[src/rtl/shift_deserializer_pkg.sv]
// Shared types and encodings for the serial-to-parallel deserializer.
package shift_deserializer_pkg;

   typedef enum logic [1:0] {
      IDLE  = 2'd0,
      SHIFT = 2'd1,
      FULL  = 2'd2
   } state_t;

   localparam logic [1:0] DIR_LEFT  = 2'b10;
   localparam logic [1:0] DIR_RIGHT = 2'b01;
   localparam logic [1:0] DIR_HOLD  = 2'b00;

   localparam int unsigned LANE_DEFAULT = 8;

endpackage

[src/rtl/shift_deserializer_lane.sv]
// One byte lane of the deserializer datapath: bidirectional shift register
// with serial in and the bit being shifted out exposed to the neighbour lane.
module shift_lane
   import shift_deserializer_pkg::*;
#(
   parameter int unsigned LANE = LANE_DEFAULT
) (
   input  logic            clk,
   input  logic            rst_n,
   input  logic            en,
   input  logic            left,
   input  logic            sin,
   output logic            sout_c,
   output logic [LANE-1:0] q
);

   // Bit leaving the lane on the next shift, fed to the adjacent lane.
   assign sout_c = left ? q[LANE-1] : q[0];

   always_ff @(posedge clk) begin
      if (!rst_n) begin
         q <= '0;
      end else if (en) begin
         q <= left ? {q[LANE-2:0], sin} : {sin, q[LANE-1:1]};
      end
   end

endmodule

[src/rtl/shift_deserializer.sv]
// Serial-to-parallel deserializer: accepts WIDTH bits MSB- or LSB-first into a
// chain of byte lanes and presents the assembled word with a valid/ready handoff.
module shift_deserializer
   import shift_deserializer_pkg::*;
#(
   parameter int unsigned WIDTH = 64,
   parameter int unsigned LANE  = LANE_DEFAULT
) (
   input  logic                       clk,
   input  logic                       rst_n,
   input  logic [1:0]                 dir,
   input  logic                       sin,
   input  logic                       sin_valid,
   output logic                       sin_ready,
   output logic [WIDTH-1:0]           dout,
   output logic                       dout_valid,
   input  logic                       dout_ready,
   output logic [$clog2(WIDTH):0]     bit_count
);

   localparam int unsigned NL = WIDTH / LANE;
   localparam int unsigned CW = $clog2(WIDTH) + 1;

   state_t           state_q, state_d;
   logic             dir_left_q;
   logic             accept;
   logic             shift_left;
   logic [WIDTH-1:0] shreg;
   logic [NL-1:0]    lane_sout;

   // Next-state, handshake and lane control.
   always_comb begin
      state_d    = state_q;
      sin_ready  = 1'b0;
      accept     = 1'b0;
      shift_left = dir_left_q;

      if (state_q == IDLE) begin
         shift_left = dir[1];
      end

      case (state_q)
         IDLE:    sin_ready = (dir != DIR_HOLD);
         SHIFT:   sin_ready = 1'b1;
         default: sin_ready = 1'b0;
      endcase
      if (!rst_n) begin
         sin_ready = 1'b0;
      end
      accept = sin_ready && sin_valid;

      case (state_q)
         IDLE: begin
            if (accept) state_d = SHIFT;
         end
         SHIFT: begin
            if (accept && bit_count == CW'(WIDTH - 1)) state_d = FULL;
         end
         FULL: begin
            if (dout_ready) state_d = IDLE;
         end
         default: state_d = IDLE;
      endcase
   end

   always_ff @(posedge clk) begin
      if (!rst_n) begin
         state_q    <= IDLE;
         dir_left_q <= 1'b1;
         bit_count  <= '0;
         dout_valid <= 1'b0;
      end else begin
         state_q    <= state_d;
         dout_valid <= (state_d == FULL);
         // Direction is frozen by the first bit of each word.
         if (accept && state_q == IDLE) begin
            dir_left_q <= dir[1];
         end
         if (state_q == FULL && dout_ready) begin
            bit_count <= '0;
         end else if (accept) begin
            bit_count <= bit_count + CW'(1);
         end
      end
   end

   // Lane 0 holds the LSBs; the end lanes take sin depending on direction.
   for (genvar i = 0; i < NL; i++) begin : g_lane
      logic from_lo;
      logic from_hi;

      if (i == 0) begin : g_lo_end
         assign from_lo = sin;
      end else begin : g_lo_chain
         assign from_lo = lane_sout[i-1];
      end

      if (i == NL - 1) begin : g_hi_end
         assign from_hi = sin;
      end else begin : g_hi_chain
         assign from_hi = lane_sout[i+1];
      end

      shift_lane #(.LANE(LANE)) u_lane (
         .clk    (clk),
         .rst_n  (rst_n),
         .en     (accept),
         .left   (shift_left),
         .sin    (shift_left ? from_lo : from_hi),
         .sout_c (lane_sout[i]),
         .q      (shreg[i*LANE +: LANE])
      );
   end

   assign dout = shreg;

endmodule

[config.mk]
export PLATFORM = sky130hd
export DESIGN_NAME = shift_deserializer
export DESIGN_NICKNAME = d
export VERILOG_FILES = /design/src/rtl/shift_deserializer_pkg.sv /design/src/rtl/shift_deserializer_lane.sv /design/src/rtl/shift_deserializer.sv
export SDC_FILE = /design/constraint.sdc
export NUM_CORES = 1
export LEC_CHECK = 0
export BUFFER_PORTS_ARGS = -buffer_cell sky130_fd_sc_hd__buf_2
export CAP_MARGIN = 20
export CORE_MARGIN = 2
export CORE_UTILIZATION = 45
export DETAILED_ROUTE_END_ITERATION = 16
export PLACE_DENSITY = 0.74
export SETUP_SLACK_MARGIN = 0.05
export SYNTH_ARGS = -nofsm -noshare
export SYNTH_HDL_FRONTEND = slang
export SYNTH_SLANG_ARGS = --single-unit
[constraint.sdc]
create_clock -name clk -period 2.9 [get_ports clk]
set_input_delay 0.435 -clock clk [delete_from_list [all_inputs] [get_ports clk]]
set_output_delay 0.435 -clock clk [all_outputs]
set_load 0.02 [all_outputs]
==> out/results.ini <==
[run_status]
status = complete, no violations

[synthesis]
synth_seq_cells = 75
synth_top_family_by_area = compound AO/OA/AOI/OAI gates
ys_warn_count = 0
syn_area_um2 = 3330
syn_inst = 414
synthAdderAreaFrac = 0.00376
avgSynthCellArea_um2 = 8.04
yosys.area_share.xor_xnor = 0.00526
ys_seq_area_frac = 0.451
synth_compound_area_frac = 0.233
synth_cell_types = 32
synth_mux_area_frac = 0.0222
yosys.area_share.simple = 0.203
syn-num-nets = 422

[setup_path]
cpPeakStageDelay_ns = 0.60
cp_top_family = multiplexers
crit_buf_inv = 1
start_kind = flip-flop
cp-end-kind = flip-flop
required_ns = 3.17
critPathMaxFanout = 37
cp_cell_sequence = nor2_4, mux2_2, buf_12, nand2_1, a31oi_1
cp_slowest_cell = mux2_2
critPathArrivalTime_ns = 2.11
critPathKind = flip-flop to flip-flop

[sta]
finalSetupViolations = 0
relSlewSlack = 0.607
period_share = 0.634
tns_ns = 0
fin_hold_ws_ns = 0.357
final_hold_viol_count = 0
worst_slack_ns = 1.06
fmax_ghz = 0.544
fin_crit_ns = 1.84
rsz0062_at_grt = false
max_slew.worst_pin.slew_ns = 0.589
skew_ns = 0.00793
slew_violations = 0

[die]
start_util = 0.461
core_area_um2 = 7210
io_pins = 80
rows = 31
die_area_um2 = 8100
die-width_um = 90.0
die_y_um = 90.0

[clocking]
cts_tree = yes
cts_root_buffer = clkbuf_8
htreeDepth = 3
ctsResizeCount = 0
cts.clk_slew.worst_paths_ns = 0.07
holdBufCountCts = 0
post_cts_buffers = 0
cts_buffers = 9
cts_buffer_depth = 2
cts.sinks = 75
insertion_delay_ns = 0.35

[placement]
gp_congestion = 0.877
dpl.hpwl_mm = 4.82
dpl_worst_slack_ns = 1.08
portBuffers = 79
dp.cells = 561

[global_route]
gr-usage-met2 = 0.288
grt_max_degree = 75
grt_pass1_wl_mm = 13.0
antenna_found_initial = 0
grt.overflow.total = 0
grtUsageTotal = 0.191
use_met3 = 0.0570
grtUsageMet1 = 0.259
grt_pass1_vias = 2711
busiest_layer = met2

[min_path]
hold_path.class = input pin to flip-flop

[cells_and_area]
area_delta_synth_final_pct = 16.1
stdcell_count = 577
layout_commonest_cell = nand2_1
antenna_cells = 0
finalNetCount = 481
drive_above_1_share = 0.232
multiInputGateArea_um2 = 1560
final_cell_mix = 137 x nand2_1, 79 x buf_2, 75 x dfxtp_1, 65 x a31oi_1, 64 x o21ai_0
fill_cells = 720
seq_area_um2 = 1500

[route]
drc = 0
wl_mm = 7.66
drtIter0Drc = 238
via_per_inst = 5.41
vias = 3122
ant_nets = 0
dr.pass1.iters = 5
avgRoutedWirePerCell_um = 13.3

[power]
leakage_nw = 1.55
ir_worst_vdd_uv = 306
power.density_nw_per_um2 = 624
totalPowerFinal_mw = 2.41

[job]
max_cap_violations = 0

-- layer usage --
metal,wire length [µm],vias up,share of wire
met2,3460,91,0.45
li1,-,1563,-
met5,0,-,0
met4,87,0,0.011
met1,3690,1460,0.48
met3,419,8,0.055
-- synth_stat cells (all sizes together) --
| cell type | count | area share |
|---|---|---|
| a31oi | 65 | 0.12 |
| nand4 | 1 | 0.0019 |
| dfxtp | 75 | 0.45 |
| nor4bb | 1 | 0.0030 |
| o31ai | 1 | 0.0023 |
| a31o | 2 | 0.0053 |
| nand3b | 2 | 0.0083 |
| mux2 | 1 | 0.0034 |
| or2 | 1 | 0.0026 |
| a21oi | 1 | 0.0015 |
| buf | 25 | 0.067 |
| ha | 1 | 0.0038 |
| nand2 | 137 | 0.15 |
| xnor2 | 2 | 0.0053 |
| nand3 | 3 | 0.0045 |
| clkbuf | 12 | 0.014 |
| o211ai | 1 | 0.0023 |
| inv | 1 | 0.0011 |
| nor3 | 2 | 0.0098 |
| o21ai | 65 | 0.098 |
| o21a | 1 | 0.0023 |
| nor2 | 4 | 0.0090 |
| nor4 | 2 | 0.0038 |
| and2 | 1 | 0.0019 |
| mux2i | 5 | 0.019 |
| nor2b | 2 | 0.0038 |
-- kinds of logic (layout without fill, tap and decap cells) --
logic type	Yosys count	after routing
DFF	75	75
adders and majority gates	1	1
AOI/OAI and AO/OA	136	136
muxes	6	6
buffers and inverters	38	102
xor gates and xnor gates	2	2
and+or+nand+nor	156	156
-- power breakdown --
part           leakage, nW  total, mW  internal (mW)  switching, mW
sequential           0.615       1.16           1.09         0.0642
combinational        0.821      0.348          0.111          0.237
clock                0.119      0.908          0.527          0.381
-- worst paths after layout --
kind                                   start                     to  slack [ns]  cells after the start
worst max register to register    state_q[0]  g_lane[5].u_lane.q[5]        1.06                      5
worst min register to register  bit_count[6]           bit_count[6]        0.49                      1
worst min-delay path                   rst_n             dir_left_q        0.36                      2
worst max-delay path              state_q[0]  g_lane[5].u_lane.q[5]        1.06                      5
-- area by class of cell --
class | instances | share of cell area
inverters | 1 | 0.000971
clock buffers | 11 | 0.0392
multi-input cells | 301 | 0.403
well taps | 99 | 0.0320
flip-flops and latches | 75 | 0.388
repair buffers | 85 | 0.117
clock inverters | 5 | 0.0194
-- stage by stage --
stage / cell area, µm² / utilization
CTS: 3860 / 0.536
global route: 3860 / 0.536
floorplan: 3330 / -
finish: 3860 / 0.536
global placement: 3640 / 0.504
detailed placement: 3640 / 0.504
-- state kept, by name, indices dropped and copies added (netlist names) --
name	cells
state_q	2
bit_count	7
dir_left_q	1
dout_valid	1
g_lane.u_lane.q	64
Note: power is estimated with default switching activity, not from simulation.
